## src/rtl/reg_file.sv

```systemverilog
// ============================================================================
// reg_file : eight-entry register file (R0 = 0) with write-through bypass,
//            {C,V,N,Z} status flags and a committed-write counter.
// Revision : 1.0
// ============================================================================
`default_nettype none

module reg_file #(
   parameter int WIDTH      = 16,
   parameter int ADDR_WIDTH = 3
) (
   input  logic                  clk,
   input  logic                  rst_n,
   input  logic [ADDR_WIDTH-1:0] rs1_addr,
   input  logic [ADDR_WIDTH-1:0] rs2_addr,
   output logic [WIDTH-1:0]      operand1,
   output logic [WIDTH-1:0]      operand2,
   input  logic                  wr_en,
   input  logic [ADDR_WIDTH-1:0] rd_addr,
   input  logic [WIDTH-1:0]      wr_data,
   input  logic                  flag_we,
   input  logic                  carry_in,
   input  logic                  overflow_in,
   input  logic                  negative_in,
   input  logic                  zero_in,
   output logic [3:0]            flags,
   output logic [15:0]           wr_count
);

   localparam int NUM_REGS = 2 ** ADDR_WIDTH;

   logic [WIDTH-1:0] store [1:NUM_REGS-1];
   logic [WIDTH-1:0] rd1_stored;
   logic [WIDTH-1:0] rd2_stored;
   logic             commit;

   // R0 is never stored, so a write addressed to it commits nothing
   assign commit = wr_en && (rd_addr != '0);

   genvar gi;
   generate
      for (gi = 1; gi < NUM_REGS; gi++) begin : g_reg
         always_ff @(posedge clk or negedge rst_n) begin
            if (!rst_n) begin
               store[gi] <= '0;
            end else if (commit && (rd_addr == ADDR_WIDTH'(gi))) begin
               store[gi] <= wr_data;
            end
         end
      end
   endgenerate

   always_ff @(posedge clk or negedge rst_n) begin
      if (!rst_n) begin
         wr_count <= '0;
         flags    <= '0;
      end else begin
         if (commit) begin
            wr_count <= wr_count + 16'd1;
         end
         if (flag_we) begin
            flags <= {carry_in, overflow_in, negative_in, zero_in};
         end
      end
   end

   always_comb begin
      rd1_stored = '0;
      rd2_stored = '0;
      for (int i = 1; i < NUM_REGS; i++) begin
         if (rs1_addr == ADDR_WIDTH'(i)) rd1_stored = store[i];
         if (rs2_addr == ADDR_WIDTH'(i)) rd2_stored = store[i];
      end
   end

   // Same-cycle forwarding of the writeback value; never applies to R0
   assign operand1 = (commit && (rd_addr == rs1_addr)) ? wr_data : rd1_stored;
   assign operand2 = (commit && (rd_addr == rs2_addr)) ? wr_data : rd2_stored;

endmodule

`default_nettype wire

```

## config.mk

```make
export PLATFORM = sky130hd
export DESIGN_NAME = reg_file
export DESIGN_NICKNAME = d
export VERILOG_FILES = /design/src/rtl/reg_file.sv
export SDC_FILE = /design/constraint.sdc
export NUM_CORES = 1
export LEC_CHECK = 0
export CORE_AREA = 3 3 150 152
export CTS_BUF_LIST = sky130_fd_sc_hd__clkbuf_4 sky130_fd_sc_hd__clkbuf_8
export DETAILED_ROUTE_END_ITERATION = 8
export DIE_AREA = 0 0 153 155
export SYNTH_ARGS = -nofsm -noshare
export SYNTH_HDL_FRONTEND = slang
export SYNTH_SLANG_ARGS = --single-unit
```

## constraint.sdc

```tcl
create_clock -name clk -period 2.8 [get_ports clk]
set_clock_uncertainty 0.1 [all_clocks]
set_input_delay 0.56 -clock clk [delete_from_list [all_inputs] [get_ports clk]]
set_output_delay 0.56 -clock clk [all_outputs]
set_load 0.005 [all_outputs]
```

Yosys cells after proc, flatten, opt, wreduce, memory -nomap -nowiden

Index checks and enable logic that the tools add are counted.

Bits in registers: 132
Output and inout port bits: 52

Reduce and logical (&&, ||, !) cells: 11
Equality and inequality tests: 23
Add/sub/neg operators: 1
Muxes and demuxes: 16

Operator list:

| operator              | number |
|---|---|
| $mux 16               | 16 |
| $eq 3x3->1 const B    | 12 |
| $eq 3x2->1 const B    | 6 |
| $add 16x1->16 const B | 1 |
| $logic_and 1x1->1     | 10 |
| $eq 3x1->1 const B    | 3 |
| $eq 3x3->1            | 2 |
| $reduce_bool 3->1     | 1 |

Logic depth before layout (Yosys ltp)

Depth after elaboration: 9
Mapped depth: 7
Mapped depth without buffers: 4

Worst setup path before layout

OpenSTA, ideal clock, no wires.

Kind: input -> output
Start: in rs2_addr[1]
End: out operand2[9]
Cell stages on the path: 6
Slack: 0.396 ns
Path buffers: 2
Arrival: 1.744 ns
Cell sequence: buf_2 -> buf_2 -> mux2_2 -> a221oi_1 -> a21oi_1 -> a22o_1

Word-level cells in the longest chain between the ends: 9
Elaborated cells on any way between the ends: 17
Those cells by class: eq/ne: 8; mux: 8; reduce/logical: 1

RTL lines:

| what                 | line | RTL |
|---|---|---|
| start: declaration   | 15   | `input logic [ADDR_WIDTH-1:0] rs2_addr,` |
| $eq 3x1->1           | 72   | `if (rs2_addr == ADDR_WIDTH'(i)) rd2_stored = store[i];` |
| $mux 16 (7 in a row) | 72   |  |
| $mux 16 (*)          | 78   | `assign operand2 = (commit && (rd_addr == rs2_addr)) ? wr_data : rd2_stored;` |
| end: declaration     | 17   | `output logic [WIDTH-1:0] operand2,` |

Every way passes the cells marked *; elsewhere a longest branch is shown, timed or not.

Final worst setup path

Start: in rs2_addr[1]
End: out operand2[12]

Same word-level chain as after synthesis.

==> impl_metrics.json <==
{
  "r2r_cells": 4,
  "p_int_w": 0.00430,
  "die_x_um": 153,
  "drt_iter0_drc": 393,
  "switchingPower_w": 0.00189,
  "vias_per_cell": 5.74,
  "antenna_found_initial": 0,
  "fin_area_sq_um": 9950,
  "period_share_pct": 99.3,
  "path_max_fanout": 7,
  "final_cell_mix": "175 x mux2_2, 132 x dfrtp_1, 81 x buf_4, 66 x nor2_1, 41 x clkdlybuf4s50_1",
  "synth_xor_area_share_pct": 2.49,
  "cts.sinks": 132,
  "vias": 6225,
  "fin_nets": 830,
  "layout_commonest_cell": "mux2_2",
  "drc": 0,
  "end_kind": "primary output",
  "finalHoldViolations": 0,
  "seq_power_share_pct": 43.5,
  "synthSimpleGateAreaFrac_pct": 8.31,
  "htree_levels": 4,
  "synth_area_per_cell_sq_um": 11.7,
  "ys_seq_area_share_pct": 44.8,
  "die_y_um": 155,
  "p_leak_nw": 4.32,
  "totalWireLength_mm": 24.4,
  "place_ws_ns": -0.684,
  "cp-start-kind": "input port",
  "cts_tree": "yes",
  "finalSetupViolCount": 0,
  "cap_violations": 0,
  "area_growth_syn_to_layout_pct": 35.0,
  "drt.antenna.violating_nets": 0,
  "design.core.area_sq_um": 21200,
  "gr-total-overflow": 0,
  "fin_ws_ns": 0.0191,
  "ys_warn_count": 0,
  "grt_usage_pct": 20.6,
  "dr.pass1.iters": 8,
  "cts_buffers": 17,
  "clock_path_buffers": 2,
  "wl_per_cell_um": 22.5,
  "clk_pin_slew_worst_paths_ns": 0.08,
  "io_buffer_count": 84,
  "yosysUniqueCellTypes": 42,
  "rows": 53,
  "synth_top_family_by_area": "multiplexers",
  "syn_area_sq_um": 7370,
  "synthMuxAreaShare_pct": 27.3,
  "grt_start_max_net_pins": 54,
  "die-area_sq_um": 23700,
  "rr_endpoint": "wr_count[15]",
  "place.gp.congestion": 0.812,
  "hold_class": "in2async",
  "cts-root-buf": "clkbuf_8",
  "cp.required_ns": 2.14,
  "drive_gt1_share_pct": 48.1,
  "io_pins": 85,
  "maxSlewViolCount": 0,
  "syn_inst": 631,
  "insertion_delay_ns": 0.46,
  "p_sw_share_pct": 30.6,
  "start_util_pct": 34.9,
  "synth_compound_area_share_pct": 12.9,
  "fillCellCount": 1847,
  "fin_tns_setup_ns": 0,
  "worst_pin_slew_ns": 0.729,
  "grt_pass1_vias": 6570,
  "synth_fp_nets": 665,
  "timing.rr.start": "wr_count[4]",
  "powerDensity_nw_per_um2": 621,
  "grt_pass1_wl_mm": 38.0,
  "dpl.hpwl_mm": 14.6,
  "synth_fa_ha_area_share_pct": 0.170,
  "max-vdd-ir-drop_v": 0.000444,
  "antenna_cells": 0,
  "clock_power_share_pct": 28.6,
  "slew_headroom_pct": 51.4,
  "rsz0062_at_grt": "false",
  "status": "complete, no violations",
  "period_needed_ns": 2.78,
  "reg2reg_slack_ns": 1.23,
  "synth.ff_latch_count": 132,
  "max_freq_mhz": 360,
  "worst_ep_arrival_time_ns": 2.12,
  "place_area_sq_um": 9030,
  "crit_type": "in2out",
  "combinationalPowerShare_pct": 27.9
}
-- Yosys cell counts, drive strengths merged --
cell / count / area (sq um)
a21oi: 31 / 155
a221oi: 30 / 263
a22o: 30 / 263
and3: 2 / 12.5
buf: 34 / 226
clkbuf: 16 / 60.1
dfrtp: 132 / 3300
ha: 1 / 12.5
inv: 3 / 11.3
mux2: 175 / 1970
mux2i: 2 / 20.0
mux4: 1 / 22.5
nand2: 14 / 52.6
nand2b: 3 / 18.8
nand3: 5 / 25.0
nand3b: 1 / 7.51
nand4: 5 / 52.6
nand4b: 4 / 53.8
nand4bb: 1 / 11.3
nor2: 68 / 255
nor2b: 2 / 12.5
nor3: 6 / 35.0
nor3b: 1 / 7.51
nor4: 3 / 48.8
nor4bb: 2 / 20.0
o211a: 1 / 10.0
o21ai: 2 / 10.0
o22ai: 30 / 188
o311ai: 1 / 8.76
o31a: 1 / 17.5
o31ai: 3 / 36.3
xnor2: 5 / 43.8
xor2: 16 / 140
-- per-stage QoR --
| stage | hold WS, ns | utilization [%] | cells | power [W] |
|---|---|---|---|---|
| 2_1_floorplan | 0.164 | - | 631 | 0.00358 |
| 3_3_place_gp | 0.359 | 42.7 | 1013 | 0.00428 |
| 3_5_place_dp | 0.362 | 42.7 | 1013 | 0.00437 |
| 4_1_cts | 0.0523 | 47.4 | 1090 | 0.00619 |
| 5_1_grt | 0.0756 | 47.1 | 1084 | 0.00648 |
| 6_report | 0.0304 | 47.1 | 1084 | 0.00619 |
-- routing by layer --
| metal | up-vias | GRT usage (%) | wire length (um) |
|---|---|---|---|
| met1 | 3155 | 26.9 | 10500 |
| met4 | 0 | 6.15 | 574 |
| met3 | 62 | 6.01 | 1960 |
| met5 | - | 0 | 0 |
| met2 | 310 | 33.5 | 11300 |
| li1 | 2698 | - | - |
-- flip-flops by register name, summed over array words and instances (netlist names) --
| name | count |
|---|---|
| store | 112 |
| wr_count | 16 |
| flags | 4 |
-- logic make-up (layout without fill, tap and decap cells) --
kind of cell / count (synthesis) / in the layout
fa+ha+maj: 1 / 1
simple gates: 117 / 117
xor+xnor: 21 / 21
compound gates: 129 / 129
mux: 178 / 178
flops: 132 / 132
buf+inv: 53 / 231
-- power by group through the flow --
stage	Sequential, W	Clock [W]	Combinational [W]
floorplan	0.00259	0	0.000994
CTS	0.00267	0.00179	0.00173
finish	0.00269	0.00177	0.00172
detailed placement	0.00270	0	0.00167
global route	0.00273	0.00188	0.00187
global placement	0.00266	0	0.00162
-- layout make-up --
type                            instances  area (sq um)  area share (%)
Multi-Input combinational cell        446          3970            39.9
Sequential cell                       132          3300            33.2
Timing Repair Buffer                  196          1890            19.0
Tap cell                              275           344            3.46
Clock buffer                           21           283            2.84
Clock inverter                         11           151            1.52
Inverter                                3          11.3           0.113
-- critical path, cell delays in order --
cell           delay, ns
buf_6               0.12
buf_12              0.14
buf_6               0.14
nor2b_2             0.17
buf_4               0.18
a221oi_2            0.29
a21oi_1             0.08
a22o_1              0.19
dlygate4sd2_1       0.26
-- timing repair --
| item | CTS | global route |
|---|---|---|
| cloned | 7 | 0 |
| endpoints found under the setup margin | 32 | 31 |
| endpoints found under the hold margin | 0 | 0 |
| pin swaps | 14 | 8 |
| buffers inserted | 39 | 1 |
| hold buffers | 0 | 0 |
| gates resized for setup | 177 | 33 |
-- how the worst max path moves through the flow --
stage,slack [ns],start,to
detailed placement,-0.68,rd_addr[2],operand2[14]
global route,0.0009,rs1_addr[2],operand1[2]
finish,0.02,rs2_addr[1],operand2[12]
global placement,-0.65,rd_addr[2],operand2[14]
CTS,-0.04,rs2_addr[1],operand2[12]
floorplan,0.40,rs2_addr[1],operand2[9]
No activity file was read; power rests on OpenSTA's default activity.
